## src/rtl/bulk_tx_arbiter.sv

```systemverilog
// Round-robin burst arbiter that merges NUM_REQ valid/ready write streams into one registered stream.
// Define BULK_TX_ARB_PRIO_EN to give requester 0 strict priority with unlimited bursts.

module bulk_tx_arbiter #(
  parameter int NUM_REQ    = 4,
  parameter int MAX_BURST  = 4,
  parameter int ADDR_WIDTH = 8,
  parameter int DATA_WIDTH = 32
) (
  input  logic                          clk,
  input  logic                          rstn,
  input  logic [NUM_REQ-1:0]            req_valid,
  output logic [NUM_REQ-1:0]            req_ready,
  input  logic [NUM_REQ*ADDR_WIDTH-1:0] req_addr,
  input  logic [NUM_REQ*DATA_WIDTH-1:0] req_data,
  output logic                          out_valid,
  input  logic                          out_ready,
  output logic [ADDR_WIDTH-1:0]         out_addr,
  output logic [DATA_WIDTH-1:0]         out_data,
  output logic [$clog2(NUM_REQ)-1:0]    grant_id,
  output logic                          busy
);

  localparam int GW = $clog2(NUM_REQ);
  localparam int CW = 4;

  typedef enum logic {IDLE, GRANT} state_t;

  state_t          state, state_next;
  logic [GW-1:0]   last_grant, last_next, grant_next, rr_pick, cand;
  logic [CW-1:0]   burst_cnt;
  logic            slot_ready, transfer, burst_done, burst_limited, release_grant;

  logic [ADDR_WIDTH-1:0] addr_slice [NUM_REQ];
  logic [DATA_WIDTH-1:0] data_slice [NUM_REQ];

  for (genvar i = 0; i < NUM_REQ; i++) begin : g_slice
    assign addr_slice[i] = req_addr[i*ADDR_WIDTH +: ADDR_WIDTH];
    assign data_slice[i] = req_data[i*DATA_WIDTH +: DATA_WIDTH];
  end

  // Scan from farthest to nearest so the last hit is the first valid requester after last_grant.
  always_comb begin
    // NOTE: every variable written here gets a default first so no latch is inferred.
    rr_pick = last_grant;
    cand    = '0;
    for (int k = NUM_REQ; k >= 1; k--) begin
      cand = GW'((int'(last_grant) + k) % NUM_REQ);
      if (req_valid[cand]) rr_pick = cand;
    end
`ifdef BULK_TX_ARB_PRIO_EN
    if (req_valid[0]) rr_pick = '0;
`endif
  end

`ifdef BULK_TX_ARB_PRIO_EN
  assign burst_limited = (grant_id != '0);
`else
  assign burst_limited = 1'b1;
`endif

  // The granted slot can take a beat whenever the output register is empty or draining.
  assign slot_ready    = !out_valid || out_ready;
  assign transfer      = (state == GRANT) && req_valid[grant_id] && slot_ready;
  assign burst_done    = (burst_cnt == CW'(MAX_BURST - 1));
  assign release_grant = !req_valid[grant_id] || (transfer && burst_limited && burst_done);
  assign busy          = (state == GRANT) || out_valid;

  always_comb begin
    req_ready = '0;
    if (state == GRANT) req_ready[grant_id] = slot_ready;
  end

  always_comb begin
    state_next = state;
    grant_next = grant_id;
    last_next  = last_grant;
    case (state)
      IDLE: begin
        if (|req_valid) begin
          state_next = GRANT;
          grant_next = rr_pick;
        end
      end
      GRANT: begin
        if (release_grant) begin
          state_next = IDLE;
          last_next  = grant_id;
        end
      end
      default: state_next = IDLE;
    endcase
  end

  always_ff @(posedge clk) begin
    if (!rstn) begin
      // NOTE: the output data registers are reset as well, so a held beat never survives reset.
      state      <= IDLE;
      grant_id   <= '0;
      last_grant <= GW'(NUM_REQ - 1);
      burst_cnt  <= '0;
      out_valid  <= 1'b0;
      out_addr   <= '0;
      out_data   <= '0;
    end else begin
      // NOTE: non-blocking assignments so every register samples pre-edge values.
      state      <= state_next;
      grant_id   <= grant_next;
      last_grant <= last_next;

      if (state == IDLE && |req_valid) burst_cnt <= '0;
      else if (transfer)               burst_cnt <= burst_cnt + 1'b1;

      if (transfer) begin
        out_valid <= 1'b1;
        out_addr  <= addr_slice[grant_id];
        out_data  <= data_slice[grant_id];
      end else if (out_valid && out_ready) begin
        out_valid <= 1'b0;
      end
    end
  end

endmodule

```

## config.mk

```make
export PLATFORM = sky130hd
export DESIGN_NAME = bulk_tx_arbiter
export DESIGN_NICKNAME = d
export VERILOG_FILES = /design/src/rtl/bulk_tx_arbiter.sv
export SDC_FILE = /design/constraint.sdc
export NUM_CORES = 1
export LEC_CHECK = 0
export BUFFER_PORTS_ARGS = -buffer_cell sky130_fd_sc_hd__buf_2
export CAP_MARGIN = 20
export CORE_MARGIN = 8
export CORE_UTILIZATION = 35
export DETAILED_ROUTE_END_ITERATION = 7
export PLACE_DENSITY = 0.71
export SYNTH_ARGS = -nofsm -noshare
export SYNTH_HDL_FRONTEND = slang
export SYNTH_SLANG_ARGS = --single-unit
```

## constraint.sdc

```tcl
create_clock -name clk -period 2.61 [get_ports clk]
set_input_delay 0.522 -clock clk [delete_from_list [all_inputs] [get_ports clk]]
set_output_delay 0.522 -clock clk [all_outputs]
set_load 0.01 [all_outputs]
```

==> impl_results.md <==
- Synthesized area: 2940 um^2
- CP Max Fanout: 48
- Initial core utilization: 0.360
- Largest net degree at the start of global routing: 49
- Sequential element share of the synthesized area: 0.340
- Place WS: 0.496 ns
- Final WL: 10400 um
- Die Y: 108 um
- Pleak: 1.87 nW
- Multi-input logic area: 1770 um^2
- Final min period: 2.15 ns
- CTS Buf Count: 5
- I/O Pins: 215
- TritonRoute pass-1 iters: 4
- Initial DRC Count: 101
- Core area: 8180 um^2
- Reg power frac: 0.422
- Vias per cell: 5.16
- Synth top area share: 0.340
- Setup TNS: 0 ns
- Clk_lat worst skew: 0.30 ns
- Routed len/inst: 17.1 um
- CP required: 2.09 ns
- Tcrit/Tclk final: 0.824
- Die width: 108 um
- Clock Root Buffer: clkbuf_8
- Clock group share of total power: 0.233
- Hold buffers post-CTS: 0
- RR Endpoint: out_data[14]
- Min-delay worst type: in -> reg
- Crit path to: req_ready[2]
- Row cnt: 33
- Post-CTS Repair Setup Buffers: 0
- Synth Net Count: 466
- Arrival time worst endpoint: 1.63 ns
- Netlist cell types: 29
- Antenna-violating nets left: 0
- Routability Congestion: 0.803
- Fin area: 4150 um^2
- Clk pin slew, worst setup/hold paths: 0.10 ns
- Nets@finish: 668
- Hold_ws: 0.443 ns
- Crit-path slowest cell: buf_4
- Ratio of total power to cell area: 498 nW/um^2
- Area growth, synth to finish: 41.2%
- Rel. slew slack: 0.558
- Crit path from: grant_id[1]
- Gr ovfl total: 0
- Syn Area/Cell: 9.87 um^2
- RSZ-0062 raised after global routing: no
- Largest cells by area after synthesis: dfxtp_1 (34%), mux4_2 (31%), nand2_1 (11%)
- Crit Reg-Reg Startpoint: grant_id[1]
- GRT Overall Usage: 0.177
- Mapped Cells: 298
- Critical path, cell by cell: buf_4, nand3_1, nor2_1, buf_2
- Fraction of layout cells with a size suffix above 1: 0.547
- IO Port Bufs: 214
- R2R Setup Slk: 0.81 ns
- CP Launch Type: flop
- Num Clock Sinks: 50
- Initial antenna violation count: 0
- NetSw: 0.640 mW
- Vias in the first global route: 3490
- Max Freq: 465 MHz
- Filler Cells Inserted: 802
- First-pass GRT wire length: 16800 um
- Synth Warn #: 0
- Worst-Margin Slew: 0.659 ns
- Post_cts resized: 0
- Full die area: 11600 um^2
- Yosys reg bits: 50
- Peak VDD IR: 0.242 mV
- Setup ws final: 0.459 ns
- Final hold vios: 0
- Final count of pins violating max slew: 0
- Sw Ratio: 0.310
- Setup-failing EPs final: 0
- # diodes: 0
- Setup Skew: 0.0134 ns
- Max Cap Violations: 0
- CTS tree: done
- CTS Buffer Depth: 2
- Synth area leader: dfxtp_1
- Via Count: 3127
- Max incr delay on CP: 0.51 ns
- Hpwl dp: 8470 um
- Setup crit end kind: primary output
- Post-place instance area: 4050 um^2
- Reg2Reg Depth: 5
- H-tree depth: 2
- P_int: 1.43 mW
- Layout Utilization: 0.508
- DRC: 0
- Sequential Area: 1000 um^2
- CP Class: reg -> out
- Status: finished clean
- Combinational power share: 0.346
==> worst max-delay path: cells and delay by family, from the launching register on <==
kind          cells  cell delay [ns]
flops             1             0.35
simple gates      2             0.32
buf+inv           2             0.65
==> state kept, by name, summed over array words and instances (netlist names) <==
name / cells
grant_id: 2
burst_cnt: 4
state: 1
out_data: 32
out_addr: 8
last_grant: 2
out_valid: 1
==> per-stage QoR <==
| stage | power [mW] | instances |
|---|---|---|
| finish | 2.07 | 606 |
| global route | 2.21 | 606 |
| CTS | 2.10 | 606 |
| detailed placement | 1.61 | 598 |
| global placement | 1.59 | 598 |
| floorplan | 1.35 | 298 |
==> power by group through the flow <==
stage / registers, mW / logic (mW) / clock network, mW
3_5_place_dp: 0.889 / 0.725 / 0
2_1_floorplan: 0.905 / 0.449 / 0
3_3_place_gp: 0.887 / 0.705 / 0
4_1_cts: 0.872 / 0.727 / 0.498
5_1_grt: 0.881 / 0.789 / 0.541
6_report: 0.872 / 0.715 / 0.481
==> cell families after synthesis <==
kind of cell / Yosys count / share of synthesized area
XOR/XNOR: 3 / 0.00894
multiplexers: 42 / 0.317
AND/OR/NAND/NOR: 122 / 0.174
adder cells (fa/ha/maj): 1 / 0.00425
AO/OA/AOI/OAI: 53 / 0.0957
flip-flops: 50 / 0.340
buffers and inverters: 27 / 0.0591
==> layer usage <==
layer	global-route usage	wire (um)
met5	0	0
met4	0.0426	119
met3	0.0569	946
met2	0.325	5400
met1	0.191	3910
==> cell usage after synthesis <==
master and n:
o211ai_1 3, or2_2 1, nor3_1 2, o31ai_1 1, inv_1 1, dfxtp_1 50
buf_2 7, nand4b_1 1, nor2_1 11, nor4_1 1, nor2b_1 3, xnor2_1 1
nand4_1 5, ha_1 1, buf_6 8, nand2_1 87, a31oi_1 2, buf_4 1
o21ai_0 3, nand2b_1 4, clkinv_1 1, mux2i_1 1, mux4_2 41, a31o_2 1
a21oi_1 43, nand3_1 5, clkbuf_1 9, xor2_1 2, and3_1 2
==> cells in the final DEF (no fill, tap or decap), drive strengths merged <==
cell	count
buf	220
or2	1
nand2b	4
dfxtp	50
nand4b	1
and3	2
nor3	2
nor4	1
o31ai	1
a31o	1
o211ai	3
nor2	11
clkinvlp	1
xor2	2
clkinv	1
mux2i	1
nand3	5
nor2b	3
o21ai	3
clkbuf	6
a21oi	43
mux4	41
inv	2
a31oi	2
nand2	87
xnor2	1
nand4	5
ha	1
==> final cells by class <==
class / count / share of cell area
tap: 105 / 0.0316
multi-input combinational: 221 / 0.426
timing repair buffer: 220 / 0.275
clock buffer: 6 / 0.0199
sequential: 50 / 0.242
clock inverter: 2 / 0.00392
inverter: 2 / 0.00181
==> worst min path at each step <==
stage | startpoint | end | cells past startpoint
3_5_place_dp | out_addr[1] | out_addr[1] | 2
6_report | rstn | last_grant[0] | 2
2_1_floorplan | burst_cnt[1] | burst_cnt[1] | 2
3_3_place_gp | out_data[27] | out_data[27] | 2
5_1_grt | rstn | last_grant[0] | 2
4_1_cts | rstn | last_grant[0] | 2
No activity file was read; power rests on OpenSTA's default activity.
